==> src/rtl/stack_alu_sequencer_if.sv <==
// Token, ALU and result channels between the stack ALU sequencer and its environment.
// The sequencer uses the slave modport; the feeder/ALU/consumer side uses master.
interface stack_alu_sequencer_if #(
  parameter int N           = 32,
  parameter int STACK_DEPTH = 8
);
  localparam int DEPTH_W = $clog2(STACK_DEPTH + 1);

  logic               tok_valid;
  logic               tok_ready;
  logic [2:0]         tok_op;
  logic [N-1:0]       tok_data;
  logic [2:0]         alu_opcode;
  logic [N-1:0]       alu_input_data;
  logic [N-1:0]       alu_output_data;
  logic               alu_overflow;
  logic               res_valid;
  logic               res_ready;
  logic [N-1:0]       res_data;
  logic               res_overflow;
  logic               res_error;
  logic [DEPTH_W-1:0] depth;

  modport slave (
    input  tok_valid, tok_op, tok_data, alu_output_data, alu_overflow, res_ready,
    output tok_ready, alu_opcode, alu_input_data, res_valid, res_data,
           res_overflow, res_error, depth
  );

  modport master (
    output tok_valid, tok_op, tok_data, alu_output_data, alu_overflow, res_ready,
    input  tok_ready, alu_opcode, alu_input_data, res_valid, res_data,
           res_overflow, res_error, depth
  );
endinterface

==> src/rtl/stack_alu_sequencer.sv <==
// Feeds (opcode, operand) tokens to the stack ALU one at a time, tracking stack depth and
// rejecting illegal tokens. Optional STACK_SEQ_PERF_EN adds ops_issued/err_count counters.
module stack_alu_sequencer #(
  parameter int N            = 32,
  parameter int STACK_DEPTH  = 8,
  parameter int ISSUE_CYCLES = 1
) (
  input  logic                   clk,
  input  logic                   rst_n,
  stack_alu_sequencer_if.slave   bus
`ifdef STACK_SEQ_PERF_EN
  ,
  output logic [31:0]            ops_issued,
  output logic [15:0]            err_count
`endif
);

  localparam int DEPTH_W = $clog2(STACK_DEPTH + 1);
  localparam int CNT_W   = (ISSUE_CYCLES > 1) ? $clog2(ISSUE_CYCLES) : 1;

  localparam logic [2:0] OP_IDLE = 3'b000;
  localparam logic [2:0] OP_ADD  = 3'b100;
  localparam logic [2:0] OP_MUL  = 3'b101;
  localparam logic [2:0] OP_PUSH = 3'b110;
  localparam logic [2:0] OP_POP  = 3'b111;

  typedef enum logic [1:0] {IDLE, ISSUE, GAP, RESULT} state_t;

  state_t             state;
  logic [2:0]         cur_op;
  logic [CNT_W-1:0]   issue_cnt;
  logic [DEPTH_W-1:0] depth_q;
  logic               tok_ready_q;
  logic [2:0]         alu_opcode_q;
  logic [N-1:0]       alu_input_data_q;
  logic               res_valid_q;
  logic [N-1:0]       res_data_q;
  logic               res_overflow_q;
  logic               res_error_q;
  logic               accept;
  logic               legal;

  function automatic logic is_legal(input logic [2:0] op, input logic [DEPTH_W-1:0] d);
    case (op)
      OP_PUSH:        is_legal = (32'(d) < STACK_DEPTH);
      OP_ADD, OP_MUL: is_legal = (32'(d) >= 2);
      OP_POP:         is_legal = (32'(d) >= 1);
      default:        is_legal = 1'b0;
    endcase
  endfunction

  assign accept = (state == IDLE) && bus.tok_valid && tok_ready_q;
  assign legal  = is_legal(bus.tok_op, depth_q);

  always_ff @(posedge clk or negedge rst_n) begin
    if (!rst_n) begin
      state            <= IDLE;
      cur_op           <= OP_IDLE;
      issue_cnt        <= '0;
      depth_q          <= '0;
      tok_ready_q      <= 1'b0;
      alu_opcode_q     <= OP_IDLE;
      alu_input_data_q <= '0;
      res_valid_q      <= 1'b0;
      res_data_q       <= '0;
      res_overflow_q   <= 1'b0;
      res_error_q      <= 1'b0;
    end else begin
      case (state)
        IDLE: begin
          if (accept) begin
            tok_ready_q <= 1'b0;
            if (legal) begin
              alu_opcode_q <= bus.tok_op;
              cur_op       <= bus.tok_op;
              issue_cnt    <= '0;
              if (bus.tok_op == OP_PUSH) alu_input_data_q <= bus.tok_data;
              state        <= ISSUE;
            end else begin
              res_data_q     <= '0;
              res_overflow_q <= 1'b0;
              res_error_q    <= 1'b1;
              res_valid_q    <= 1'b1;
              state          <= RESULT;
            end
          end else begin
            // Raises tok_ready on the first edge after reset release.
            tok_ready_q <= 1'b1;
          end
        end
        ISSUE: begin
          if (issue_cnt == CNT_W'(ISSUE_CYCLES - 1)) begin
            alu_opcode_q <= OP_IDLE;
            state        <= GAP;
            if (cur_op == OP_PUSH) begin
              depth_q <= depth_q + 1'b1;
            end else begin
              depth_q        <= depth_q - 1'b1;
              res_data_q     <= bus.alu_output_data;
              res_overflow_q <= (cur_op == OP_POP) ? 1'b0 : bus.alu_overflow;
              res_error_q    <= 1'b0;
            end
          end else begin
            issue_cnt <= issue_cnt + 1'b1;
          end
        end
        GAP: begin
          if (cur_op == OP_PUSH) begin
            tok_ready_q <= 1'b1;
            state       <= IDLE;
          end else begin
            res_valid_q <= 1'b1;
            state       <= RESULT;
          end
        end
        RESULT: begin
          if (res_valid_q && bus.res_ready) begin
            res_valid_q <= 1'b0;
            tok_ready_q <= 1'b1;
            state       <= IDLE;
          end
        end
        default: state <= IDLE;
      endcase
    end
  end

`ifdef STACK_SEQ_PERF_EN
  always_ff @(posedge clk or negedge rst_n) begin
    if (!rst_n) begin
      ops_issued <= '0;
      err_count  <= '0;
    end else if (accept) begin
      if (legal && ops_issued != '1) ops_issued <= ops_issued + 1'b1;
      if (!legal && err_count != '1) err_count <= err_count + 1'b1;
    end
  end
`endif

  assign bus.tok_ready      = tok_ready_q;
  assign bus.alu_opcode     = alu_opcode_q;
  assign bus.alu_input_data = alu_input_data_q;
  assign bus.res_valid      = res_valid_q;
  assign bus.res_data       = res_data_q;
  assign bus.res_overflow   = res_overflow_q;
  assign bus.res_error      = res_error_q;
  assign bus.depth          = depth_q;

endmodule

==> src/flat_wrapper.sv <==
// flat-port wrapper written by rule: the top's interface ports become plain ports
module stack_alu_sequencer_flat 
#(
  parameter int N            = 32,
  parameter int STACK_DEPTH  = 8,
  parameter int ISSUE_CYCLES = 1
)
  (clk, rst_n, bus_tok_valid, bus_tok_op, bus_tok_data, bus_alu_output_data, bus_alu_overflow, bus_res_ready, bus_tok_ready, bus_alu_opcode, bus_alu_input_data, bus_res_valid, bus_res_data, bus_res_overflow, bus_res_error, bus_depth);
  stack_alu_sequencer_if #(.N(N), .STACK_DEPTH(STACK_DEPTH)) bus_i ();
  input  logic clk;
  input  logic rst_n;
  input wire logic [$bits(bus_i.tok_valid)-1:0] bus_tok_valid;
  input wire logic [$bits(bus_i.tok_op)-1:0] bus_tok_op;
  input wire logic [$bits(bus_i.tok_data)-1:0] bus_tok_data;
  input wire logic [$bits(bus_i.alu_output_data)-1:0] bus_alu_output_data;
  input wire logic [$bits(bus_i.alu_overflow)-1:0] bus_alu_overflow;
  input wire logic [$bits(bus_i.res_ready)-1:0] bus_res_ready;
  output wire logic [$bits(bus_i.tok_ready)-1:0] bus_tok_ready;
  output wire logic [$bits(bus_i.alu_opcode)-1:0] bus_alu_opcode;
  output wire logic [$bits(bus_i.alu_input_data)-1:0] bus_alu_input_data;
  output wire logic [$bits(bus_i.res_valid)-1:0] bus_res_valid;
  output wire logic [$bits(bus_i.res_data)-1:0] bus_res_data;
  output wire logic [$bits(bus_i.res_overflow)-1:0] bus_res_overflow;
  output wire logic [$bits(bus_i.res_error)-1:0] bus_res_error;
  output wire logic [$bits(bus_i.depth)-1:0] bus_depth;
  assign bus_i.tok_valid = bus_tok_valid;
  assign bus_i.tok_op = bus_tok_op;
  assign bus_i.tok_data = bus_tok_data;
  assign bus_i.alu_output_data = bus_alu_output_data;
  assign bus_i.alu_overflow = bus_alu_overflow;
  assign bus_i.res_ready = bus_res_ready;
  assign bus_tok_ready = bus_i.tok_ready;
  assign bus_alu_opcode = bus_i.alu_opcode;
  assign bus_alu_input_data = bus_i.alu_input_data;
  assign bus_res_valid = bus_i.res_valid;
  assign bus_res_data = bus_i.res_data;
  assign bus_res_overflow = bus_i.res_overflow;
  assign bus_res_error = bus_i.res_error;
  assign bus_depth = bus_i.depth;
  stack_alu_sequencer #(.N(N), .STACK_DEPTH(STACK_DEPTH), .ISSUE_CYCLES(ISSUE_CYCLES)) u_core (.clk(clk), .rst_n(rst_n), .bus(bus_i));
endmodule
==> config.mk <==
export PLATFORM = sky130hd
export DESIGN_NAME = stack_alu_sequencer_flat
export DESIGN_NICKNAME = d
export VERILOG_FILES = /design/src/rtl/stack_alu_sequencer_if.sv /design/src/rtl/stack_alu_sequencer.sv /design/src/flat_wrapper.sv
export SDC_FILE = /design/constraint.sdc
export NUM_CORES = 1
export LEC_CHECK = 0
export ABC_AREA = 1
export CAP_MARGIN = 10
export CORE_MARGIN = 8
export CORE_UTILIZATION = 43
export CTS_BUF_LIST = sky130_fd_sc_hd__clkbuf_2 sky130_fd_sc_hd__clkbuf_4 sky130_fd_sc_hd__clkbuf_8
export CTS_CLUSTER_DIAMETER = 30
export CTS_CLUSTER_SIZE = 40
export DETAILED_ROUTE_END_ITERATION = 10
export HOLD_SLACK_MARGIN = 0.05
export PLACE_DENSITY = 0.89
export RECOVER_POWER = 25
export SYNTH_ARGS = -nofsm -noshare
export SYNTH_HDL_FRONTEND = slang
export SYNTH_SLANG_ARGS = --single-unit
==> constraint.sdc <==
create_clock -name clk -period 2.24 [get_ports clk]
set_clock_uncertainty 0.2 [all_clocks]
set_input_delay 0.336 -clock clk [delete_from_list [all_inputs] [get_ports clk]]
set_output_delay 0.336 -clock clk [all_outputs]
set_load 0.005 [all_outputs]
Word level (Yosys, flattened, before mapping)
Cells that the tools add are included.
{ "word_totals": {"elab_cells": 90, "reg_bits": 81} }
{ "classes": {"n_mux": 39, "bitwise": 1, "n_addsub": 3, "reduce_logical": 16, "magnitude_cmp": 3, "n_eq_ne": 17} }
{ "op_table": {"columns": ["cell", "count"], "rows": [
  ["32-bit 2-to-1 mux", 4],
  ["32-bit case mux with 2 select lines", 1],
  ["3-bit equality test, second input constant", 6],
  ["1-bit 2-to-1 mux", 17],
  ["3-bit AND reduction", 4],
  ["2-bit 2-to-1 mux", 5],
  ["5-bit AND reduction", 2],
  ["3-bit 2-to-1 mux", 3],
  ["1-bit case mux with 3 select lines", 3],
  ["2-bit by 1-bit inequality test with 1-bit output, second input constant", 4],
  ["2-bit inequality test, second input constant", 4],
  ["2-bit case mux with 4 select lines", 1],
  ["4-bit AND reduction", 2],
  ["1-bit case mux with 2 select lines", 3],
  ["3-bit case mux with 2 select lines", 1],
  ["4-bit by 1-bit adder with 4-bit output, second input constant", 1],
  ["2-bit equality test, second input constant", 2],
  ["4-bit by 1-bit greater-or-equal comparator with 1-bit output, second input constant", 1],
  ["4-bit by 2-bit greater-or-equal comparator with 1-bit output, second input constant", 1],
  ["4-bit < comparator, second input constant", 1],
  ["4-bit 2-to-1 mux", 1],
  ["4-bit by 1-bit subtractor with 4-bit output, second input constant", 1],
  ["1-bit logical AND", 3],
  ["3-bit nonzero test", 1],
  ["7 further kinds", 7]
]} }

Logic depth before layout (Yosys ltp)
Gate-level depths: netlist (run 1).
{ "logic_depth": {"word_depth": 6, "ltp_mapped": 12, "ltp_nobuf": 11} }

Worst setup path before layout (run 1)
Ideal clock, no wire load.
{ "synth_path": {"kind": "register -> register", "startpoint": "reg u_core.depth_q[0], in the netlist u_core.bus.depth[0]", "endpoint": "reg u_core.res_error_q, in the netlist u_core.bus.res_error", "t_arrival_ps": 1427, "t_required_ps": 1919, "setup_time_ps": 121, "slack_ps": 492, "n_path_buf": 1, "path_stages_with_launch": 12, "path_cell_list": "dfrtp_1 -> inv_1 -> ha_1 -> nor2_1 -> nand2_1 -> nand2_1 -> nand3_2 -> nand2_2 -> o21ai_4 -> buf_6 -> nand2_1 -> nand2_1"} }
{ "synth_between": {"elab_chain_len": 4, "word_cells_on_any_way": 6} }
{ "synth_lines": {"columns": ["element", "line", "source"], "rows": [
  ["from (decl)", "stack_alu_sequencer.sv:32", "logic [DEPTH_W-1:0] depth_q;"],
  ["from (signal assigned)", "stack_alu_sequencer.sv:96", "depth_q <= depth_q + 1'b1;"],
  ["from (signal assigned)", "stack_alu_sequencer.sv:98", "depth_q <= depth_q - 1'b1;"],
  ["4-bit by 1-bit greater-or-equal comparator with 1-bit output (tied with other cells)", "stack_alu_sequencer.sv:47", "OP_POP: is_legal = (32'(d) >= 1);"],
  ["1-bit case mux with 3 select lines *", "stack_alu_sequencer.sv:44", "case (op)"],
  ["2-bit inequality test (no source line) *", null, null],
  ["5-bit AND reduction (no source line) *", null, null],
  ["to (signal assigned)", "stack_alu_sequencer.sv:67", "res_error_q <= 1'b0;"],
  ["to (signal assigned)", "stack_alu_sequencer.sv:82", "res_error_q <= 1'b1;"],
  ["to (signal assigned)", "stack_alu_sequencer.sv:101", "res_error_q <= 1'b0;"],
  ["to (decl)", "stack_alu_sequencer.sv:39", "logic res_error_q;"]
]} }
Mark *: on every way between the ends. The rest lies on a longest branch, timed or not.
A chain may end at the register's enable or synchronous reset.

Worst setup path in the final report (run 1)
{ "layout_path": {"startpoint": "reg u_core.depth_q[0], in the netlist u_core.bus.depth[0]", "endpoint": "reg u_core.res_data_q[29], in the netlist u_core.bus.res_data[29]"} }
{ "layout_between": {"elab_chain_len": 4, "word_cells_on_any_way": 6} }
{ "layout_lines": {"columns": ["element", "line", "source"], "rows": [
  ["4-bit by 1-bit greater-or-equal comparator with 1-bit output (tied with other cells)", "stack_alu_sequencer.sv:47", null],
  ["1-bit case mux with 3 select lines *", "stack_alu_sequencer.sv:44", null],
  ["2-bit inequality test (no source line) *", null, null],
  ["5-bit AND reduction (no source line) *", null, null],
  ["to (signal assigned)", "stack_alu_sequencer.sv:99", "res_data_q <= bus.alu_output_data;"],
  ["to (decl)", "stack_alu_sequencer.sv:37", "logic [N-1:0] res_data_q;"]
]} }
Marked as above.

==> qor.csv, run 1 <==
metric;value;unit
outcome;complete, no violations;
cts_buffers;9;
clk_path_buf_depth;2;
synth-seq-area-share;59.35;%
final_cell_mix;226 x nand2_1, 145 x clkdlybuf4s50_1, 80 x dfrtp_1, 12 x inv_1, 10 x clkbuf_8;
slew_headroom;15.99;%
route.detailed.drc;0;
fin_area;5089;sq um
setup_viol_count_final;0;
r2r_cells;10;
drt-total-wl;9259;um
critPathBufInv;1;
fin_ws;204.3;ps
crit_required;2270;ps
fp.dieW;104.6;um
critPathLaunchType;flop;
rsz0062_at_grt;no;
htree_num_levels;3;
peakVddDrop;287.6;uV
tightest_slew;1260;ps
maxCapViolCount;0;
synth.distinct_cells;27;
nets;608;
report.final.slew_viol_count;0;
r2r-end;u_core.bus.res_data[29];
grtUsageTotal;16.86;%
io_buffers;146;
yosys_warnings;0;
cts_setup_buffers;0;
dp_hpwl;7074;um
yosys-top-cells-area;dfrtp_1 59%, nand2_1 25%, buf_6 3.0%, ha_1 1.5%, nand3_1 1.3%;
cp.arrival;2060;ps
fp-row-count;32;
finalCritPeriodShare;90.88;%
synth.avg_cell_area;8.830;sq um
place_ws;-30.58;ps
layout_commonest_cell;nand2_1;
clkTransAtPathRegs;90;ps
synth_nets;458;
fin_cells;639;
crit_family;simple AND/OR/NAND/NOR gates;
holdPathStages;2;
max_freq;491.2;MHz
cpPeakStageDelay;400;ps
critical_path_class;flop to flop;
grt_pass1_wl;15420;um
synthesis.area;3373;sq um
cp_num_cells;10;
clock_latency;330;ps
clock_sinks;80;
path_cells;inv_1 > ha_1 > nor2_1 > nand2_1 > nand2_1 > nand3_2 > nand2_2 > o21ai_4 > nand2_1 > nand2_1;
cts_tree;done;
drtIter0Drc;91;
routedWlPerCell;14.49;um
period_minus_slack;2036;ps
synth_top_area_share;59.35;%
yosysTopAreaCell;dfrtp_1;
cts_root_buf;clkbuf_8;
critPathMaxFanout;34;
finalHoldViolCount;0;
synthCells;382;
rr_startpoint;u_core.bus.depth[0];
place_congestion;0.8472;
dr_total_vias;3032;
die_area;10930;sq um
critPathMostFrequentCell;nand2_1;
grt_pass1_vias;3193;
initial_core_util;44.11;%
drt-pass1-iter-count;4;
detail-route-antenna-nets;0;
avgViaCountPerCell;4.745;
io_pins;147;
placed_area;4891;sq um
drive_above_1_share;6.145;%
n_antenna_cell;0;
holdPathEnd;u_core.bus.res_data[5];
synth.ff_latch_count;80;
die_y;104.6;um
power_per_cell_area;526.4;nW/um^2
syn_to_final_growth;50.85;%
grt_antenna_before_repair;0;
end_kind;flop;
slowest_stage;dfrtp_1;
coreArea;7647;sq um
hold_start;u_core.bus.res_data[5];
hp-class;flop to flop;
r2r_setup_slack;200;ps
dp_cells;622;
p_leak;2.638;nW
grt_max_degree;52;
grt-ovfl-total;0;
fin_tns_setup;0;ps
## stage by stage
step                      hold WS, ps  power [mW]  util, %
after floorplan                -159.6       1.480        -
after global placement          210.7       1.641    63.96
after detailed placement        214.4       1.643    63.96
after CTS                       278.6       2.720    66.79
after global routing            291.5       2.786    66.54
final                           272.0       2.679    66.54
## cell families (layout without fill, tap and decap cells)
| logic type | count (synthesis) | after routing | synth area share (%) |
|---|---|---|---|
| buffers and inverters | 27 | 182 | 5.156 |
| and+or+nand+nor | 255 | 255 | 30.68 |
| xor gates and xnor gates | 4 | 4 | 1.039 |
| DFF | 80 | 80 | 59.35 |
| adders and majority gates | 4 | 4 | 1.484 |
| AOI/OAI and AO/OA | 12 | 12 | 2.300 |
## routing by layer
layer / up-vias / GRT usage, % / wire, um
li1: 1466 / - / -
met1: 1449 / 19.63 / 3820
met2: 105 / 28.78 / 4636
met3: 12 / 5.590 / 639
met4: 0 / 5.301 / 163
met5: - / 0 / 0
## repair_timing
item	CTS	global route
resized for setup	0	0
hold buffers	1	0
hold endpoints to repair	50	0
## state kept, by name, summed over array words and instances, names as in the netlist
name and count:
u_core.bus.alu_input_data 32, u_core.bus.res_data 32, u_core.bus.depth 4, u_core.bus.alu_opcode 3, u_core.cur_op 3, u_core.state 2
u_core.bus.res_error 1, u_core.bus.res_overflow 1, u_core.bus.res_valid 1, u_core.bus.tok_ready 1
## final cells by class
cell class	count	area [sq um]
Clock buffer	10	137.6
Clock inverter	6	68.82
Fill cell	635	2559
Inverter	14	55.05
Multi-Input combinational cell	275	1197
Sequential cell	80	2002
Tap cell	102	127.6
Timing Repair Buffer	152	1500
## cells in the mapped netlist
cell type and count:
buf_2 2, ha_1 4, buf_6 9, or2_2 1
nor2_8 1, inv_4 1, nand3_1 9, nor2_2 1
a31oi_1 1, nand2_4 2, dfrtp_1 80, o21ai_0 5
nor2_1 8, nand2_2 2, o211ai_1 2, xor2_1 3
xnor2_1 1, nor3_1 1, o21ai_4 1, a21oi_1 3
nand3_2 1, nand2_1 226, nand4_1 1, clkbuf_1 2
inv_2 1, nor2_4 2, inv_1 12
## how the worst max path moves through the flow
stage / to / from
after floorplan: u_core.bus.res_error / u_core.bus.depth[0]
after global placement: u_core.bus.alu_input_data[5] / bus_tok_op[0]
after detailed placement: u_core.bus.res_data[29] / bus_tok_op[0]
after CTS: u_core.bus.res_data[29] / u_core.bus.depth[0]
after global routing: u_core.bus.alu_input_data[29] / u_core.bus.depth[0]
final: u_core.bus.res_data[29] / u_core.bus.depth[0]
## tightest hold or removal path: stages (launching register included)
cell and delay (ps):
dfrtp_1 340, nand2_1 50, nand2_1 50
## report_power, final
| part | internal, mW | switching (mW) | leakage [nW] | total [mW] |
|---|---|---|---|---|
| Sequential | 1.44 | 0 | 1.10 | 1.44 |
| Combinational | 0.113 | 0.0558 | 1.44 | 0.169 |
| Clock | 0.549 | 0.518 | 0.102 | 1.07 |
| Total | 2.11 | 0.574 | 2.64 | 2.68 |
Power figures use the tool's default switching activity.
==> run 2, diff against run 1 <==
Settings changed: CORE_UTILIZATION 43 to 42, CTS_BUF_LIST sky130_fd_sc_hd__clkbuf_2 sky130_fd_sc_hd__clkbuf_4 sky130_fd_sc_hd__clkbuf_8 to not set, GPL_TIMING_DRIVEN set to 0, PLACE_DENSITY 0.89 to 0.87.
Clock period 2.24 ns to 2.3 ns, I/O delays scaled along.
==> qor.csv, run 2 (synthesized netlist as in run 1, its figures left out) <==
metric;value;unit;change
setup_viol_count_final;0;;unchanged
clkTransAtPathRegs;80;ps;about the same
grt_max_degree;44;;-15%
cts_setup_buffers;0;;unchanged
report.final.slew_viol_count;0;;unchanged
clk_path_buf_depth;2;;unchanged
coreArea;7767;sq um;+1.6%
hp-class;flop to flop;;
routedWlPerCell;14.14;um;-2.4%
drive_above_1_share;7.326;%;+1.2 points
cts_buffers;9;;unchanged
cts_tree;done;;
period_minus_slack;1963;ps;-72.85 ps
met3_usage;7.552;%;+2.0 points
power;2.698;mW;+0.73%
p_leak;2.693;nW;+2.1%
use_met1;19.14;%;-0.50 points
tightest_slew;980.7;ps;-279.4 ps
fp-row-count;32;;unchanged
place_congestion;0.8109;;-4.3%
die_area;11160;sq um;+2.0%
initial_core_util;43.43;%;-0.68 points
critical_path_class;flop to flop;;
cp.arrival;1980;ps;-80 ps
drtIter0Drc;108;;+19%
r2r_cells;11;;+1
clock_latency;340;ps;about the same
nets;617;;+1.5%
drt-total-wl;9163;um;-1.0%
n_antenna_cell;0;;unchanged
fp.dieW;105.6;um;+1.0%
finalHoldViolCount;0;;unchanged
fin_tns_setup;0;ps;unchanged
dr_total_vias;2991;;-1.4%
slew_headroom;34.62;%;+19 points
grtUsageMet2;27.65;%;-1.1 points
grt_pass1_vias;3179;;-0.44%
grt-ovfl-total;0;;unchanged
crit_required;2310;ps;+40 ps
power_per_cell_area;518.3;nW/um^2;-1.6%
crit_family;simple AND/OR/NAND/NOR gates;;
critPathMaxFanout;10;;-71%
dp_cells;631;;+1.4%
critPathBufInv;2;;+1
max_freq;509.5;MHz;+3.7%
io_pins;147;;unchanged
syn_to_final_growth;54.34;%;
grt_antenna_before_repair;0;;unchanged
rr_startpoint;u_core.bus.depth[0];;
r2r-end;u_core.bus.res_data[23];;
peakVddDrop;362.8;uV;+26%
dp_hpwl;7168;um;+1.3%
io_buffers;146;;unchanged
cpPeakStageDelay;410;ps;about the same
htree_num_levels;3;;unchanged
rsz0062_at_grt;no;;
holdPathEnd;u_core.bus.res_overflow;;
drt-pass1-iter-count;4;;unchanged
grt_pass1_wl;15320;um;-0.67%
holdPathStages;2;;unchanged
avgViaCountPerCell;4.616;;-2.7%
layout_commonest_cell;nand2_1;;
clock_sinks;80;;unchanged
end_kind;flop;;
cts_root_buf;clkbuf_8;;
maxCapViolCount;0;;unchanged
final_cell_mix;226 x nand2_1, 145 x clkdlybuf4s50_1, 80 x dfrtp_1, 12 x inv_1;;
r2r_setup_slack;340;ps;+130 ps
hold-worst-slack;275.1;ps;+3.167 ps
die_y;105.6;um;+1.0%
detail-route-antenna-nets;0;;unchanged
path_cells;inv_1 > ha_1 > nor2_1 > nand2_1 > nand2_1 > nand3_2 > nand2_2 > o21ai_4 > buf_6 > nand2_1 > nand2_1;;
finalCritPeriodShare;85.34;%;-5.5 points
route.detailed.drc;0;;unchanged
fin_cells;648;;+1.4%
critPathMostFrequentCell;nand2_1;;
critPathLaunchType;flop;;
hold_start;u_core.bus.res_overflow;;
grtUsageTotal;16.73;%;-0.13 points
grt-busiest-layer;met2;;
slowest_stage;dfrtp_1;;
outcome;complete, no violations;;
## run 2: cell count changes in the layout (fill, tap and decap cells not counted), sizes merged
cell	previous run	this run
clkinv	4	1
inv	14	15
bufinv	1	2
clkinvlp	1	2
buf	3	11
clkbuf	13	14
## run 2: worst max-delay path by stage
stage                              startpoint                            end  cells after the start
after floorplan           u_core.bus.depth[0]           u_core.bus.res_error                     11
after global placement                  rst_n  u_core.bus.alu_input_data[13]                      1
after detailed placement        bus_tok_op[1]  u_core.bus.alu_input_data[28]                     11
after CTS                 u_core.bus.depth[0]        u_core.bus.res_data[23]                     11
after global routing      u_core.bus.depth[0]        u_core.bus.res_data[19]                     11
final                     u_core.bus.depth[0]        u_core.bus.res_data[23]                     11
## run 2: what timing repair did
action / 4_1_cts / 5_1_grt
hold buffers: 1 / 0
resized for setup: 0 / 0
endpoints found under the setup margin: 0 / 0
endpoints found under the hold margin: 37 / 0
## run 2: cell type report
class	instances	area, sq um
inverters	14	55.05
well taps	102	127.6
clock buffers	10	127.6
fillers	641	2561
repair buffers	148	1486
plain buffers	13	117.6
clock inverters	6	92.59
multi-input cells	275	1197
flip-flops and latches	80	2002
## run 2: through the flow
| step | area [sq um] | util, % | setup WS (ps) |
|---|---|---|---|
| 3_5_place_dp | 4980 | 64.11 | 101.9 |
| 6_report | 5206 | 67.03 | 337.1 |
| 2_1_floorplan | 3373 | - | 551.7 |
| 3_3_place_gp | 4962 | 63.89 | -2036 |
| 5_1_grt | 5206 | 67.03 | 182.5 |
| 4_1_cts | 5210 | 67.07 | 326.1 |
## run 2: layer usage
layer	up-vias	share of wire, %
li1	1483	-
met1	1377	41
met2	123	47
met3	8	11
met4	0	1.0
met5	-	0
## run 2: power breakdown
group,switching [mW],internal [mW]
registers,0,1.41
clock network,0.512,0.618
logic,0.0526,0.111
## run 2: worst reg2reg max path, stage by stage, from the launching register on
cell and delay (ps):
dfrtp_1 410, inv_1 130, ha_1 220, nor2_1 80, nand2_1 60, nand2_1 80, nand3_2 100, nand2_2 160
o21ai_4 130, buf_6 160, nand2_1 60, nand2_1 60
==> run 3, diff against run 2 <==
Settings changed: CORE_UTILIZATION 42 to 33, PLACE_DENSITY 0.87 to 0.72.
==> qor.csv, run 3 (synthesized netlist as in run 1, its figures left out) <==
metric;value;unit;change
grt-ovfl-total;0;;unchanged
grt_max_degree;64;;+45%
final_cell_mix;226 x nand2_1, 145 x clkdlybuf4s50_1, 80 x dfrtp_1, 12 x inv_1, 10 x clkbuf_8;;
layout_commonest_cell;nand2_1;;
clkTransAtPathRegs;80;ps;about the same
finalHoldViolCount;0;;unchanged
detail-route-antenna-nets;0;;unchanged
io_buffers;146;;unchanged
grtUsageTotal;13.15;%;-3.6 points
io_pins;147;;unchanged
avgViaCountPerCell;4.301;;-6.8%
report.final.slew_viol_count;0;;unchanged
critPathLaunchType;flop;;
period_minus_slack;1909;ps;-54.08 ps
dr_total_vias;2933;;-1.9%
htree_num_levels;3;;unchanged
maxCapViolCount;0;;unchanged
cts_root_buf;clkbuf_8;;
grt_pass1_vias;2980;;-6.3%
fp.dieW;117.1;um;+11%
clk_path_buf_depth;2;;unchanged
clock_latency;330;ps;about the same
hp-class;flop to flop;;
drt-pass1-iter-count;4;;unchanged
cts_tree;done;;
fin_cells;682;;+5.2%
crit_required;2320;ps;about the same
n_antenna_cell;0;;unchanged
slew_headroom;30.21;%;-4.4 points
critical_path_class;flop to flop;;
placed_area;5030;sq um;+1.0%
peakVddDrop;319.5;uV;-12%
power_per_cell_area;499.8;nW/um^2;-3.6%
grt_antenna_before_repair;0;;unchanged
coreArea;10140;sq um;+31%
fp-row-count;37;;+16%
fin_area;5241;sq um;+0.67%
routedWlPerCell;13.41;um;-5.1%
drtIter0Drc;103;;-4.6%
power;2.619;mW;-2.9%
end_kind;flop;;
setup_viol_count_final;0;;unchanged
tightest_slew;1047;ps;+66.14 ps
drt-total-wl;9149;um;-0.15%
place_congestion;0.8337;;+2.8%
rsz0062_at_grt;no;;
die_area;13710;sq um;+23%
route.detailed.drc;0;;unchanged
die_y;117.1;um;+11%
p_leak;2.690;nW;-0.10%
nFillCells;932;;+45%
cp.arrival;1930;ps;-50 ps
drive_above_1_share;7.509;%;+0.18 points
fin_tns_setup;0;ps;unchanged
cts_buffers;9;;unchanged
place_ws;86.66;ps;-15.24 ps
critPathMaxFanout;10;;unchanged
grt_pass1_wl;14250;um;-7.0%
max_freq;523.9;MHz;+2.8%
dp_cells;665;;+5.4%
nets;617;;unchanged
syn_to_final_growth;55.38;%;
initial_core_util;33.27;%;-10 points
finalCritPeriodShare;82.99;%;-2.4 points
fin_ws;391.2;ps;+54.08 ps
clock_sinks;80;;unchanged
dp_hpwl;7050;um;-1.6%
ctsResizeCount;0;;unchanged
outcome;complete, no violations;;
[run 3: layer usage]
metal	global-route usage, %	share of wire, %	vias up
met1	15.38	42	1366
li1	-	-	1478
met5	0	0	-
met3	3.694	6.3	10
met2	22.83	50	79
met4	4.181	1.1	0
[run 3: worst max-delay path, cell delays in order, from the launching register on]
cell	delay, ps
dfrtp_1	400
inv_1	120
ha_1	210
nor2_1	80
nand2_1	50
nand2_1	70
nand3_2	110
nand2_2	150
o21ai_4	120
buf_6	160
nand2_1	60
nand2_1	50
[run 3: metrics by stage]
stage	util, %	hold WS, ps
CTS	51.73	195.4
floorplan	-	-150.6
global route	51.70	289.5
finish	51.70	274.1
global placement	49.36	253.1
detailed placement	49.61	34.45
[run 3: timing repair]
item / in CTS / in global routing
buffers inserted: 0 / 0
hold endpoints to repair: 80 / 0
hold buffers: 1 / 0
[run 3: cell type report]
type                            instances  area [sq um]  area share [%]
Tap cell                              136         170.2           3.247
Timing Repair Buffer                  148          1493           28.48
Buffer                                 13         118.9           2.268
Sequential cell                        80          2002           38.20
Clock inverter                          6         67.56           1.289
Multi-Input combinational cell        275          1197           22.85
Clock buffer                           10         137.6           2.626
Inverter                               14         55.05           1.050
[run 3: report_power, final]
| part | internal, mW | total [mW] | switching (mW) |
|---|---|---|---|
| combinational | 0.112 | 0.165 | 0.0528 |
| sequential | 1.41 | 1.41 | 0 |
| clock | 0.535 | 1.05 | 0.514 |
| total | 2.05 | 2.62 | 0.567 |
[run 3: path summary, 6_finish.rpt]
check	startpoint	endpoint	slack, ps	cells after the start
worst max-delay path	u_core.bus.depth[0]	u_core.bus.res_data[12]	390	11
worst min-delay path	u_core.bus.res_data[3]	u_core.bus.res_data[3]	270	2
worst max register to register	u_core.bus.depth[0]	u_core.bus.res_data[12]	390	11
worst min register to register	u_core.bus.res_data[3]	u_core.bus.res_data[3]	270	2
max in group asynchronous	rst_n	u_core.bus.depth[1]	550	3
min in group asynchronous	rst_n	u_core.bus.alu_input_data[13]	510	2
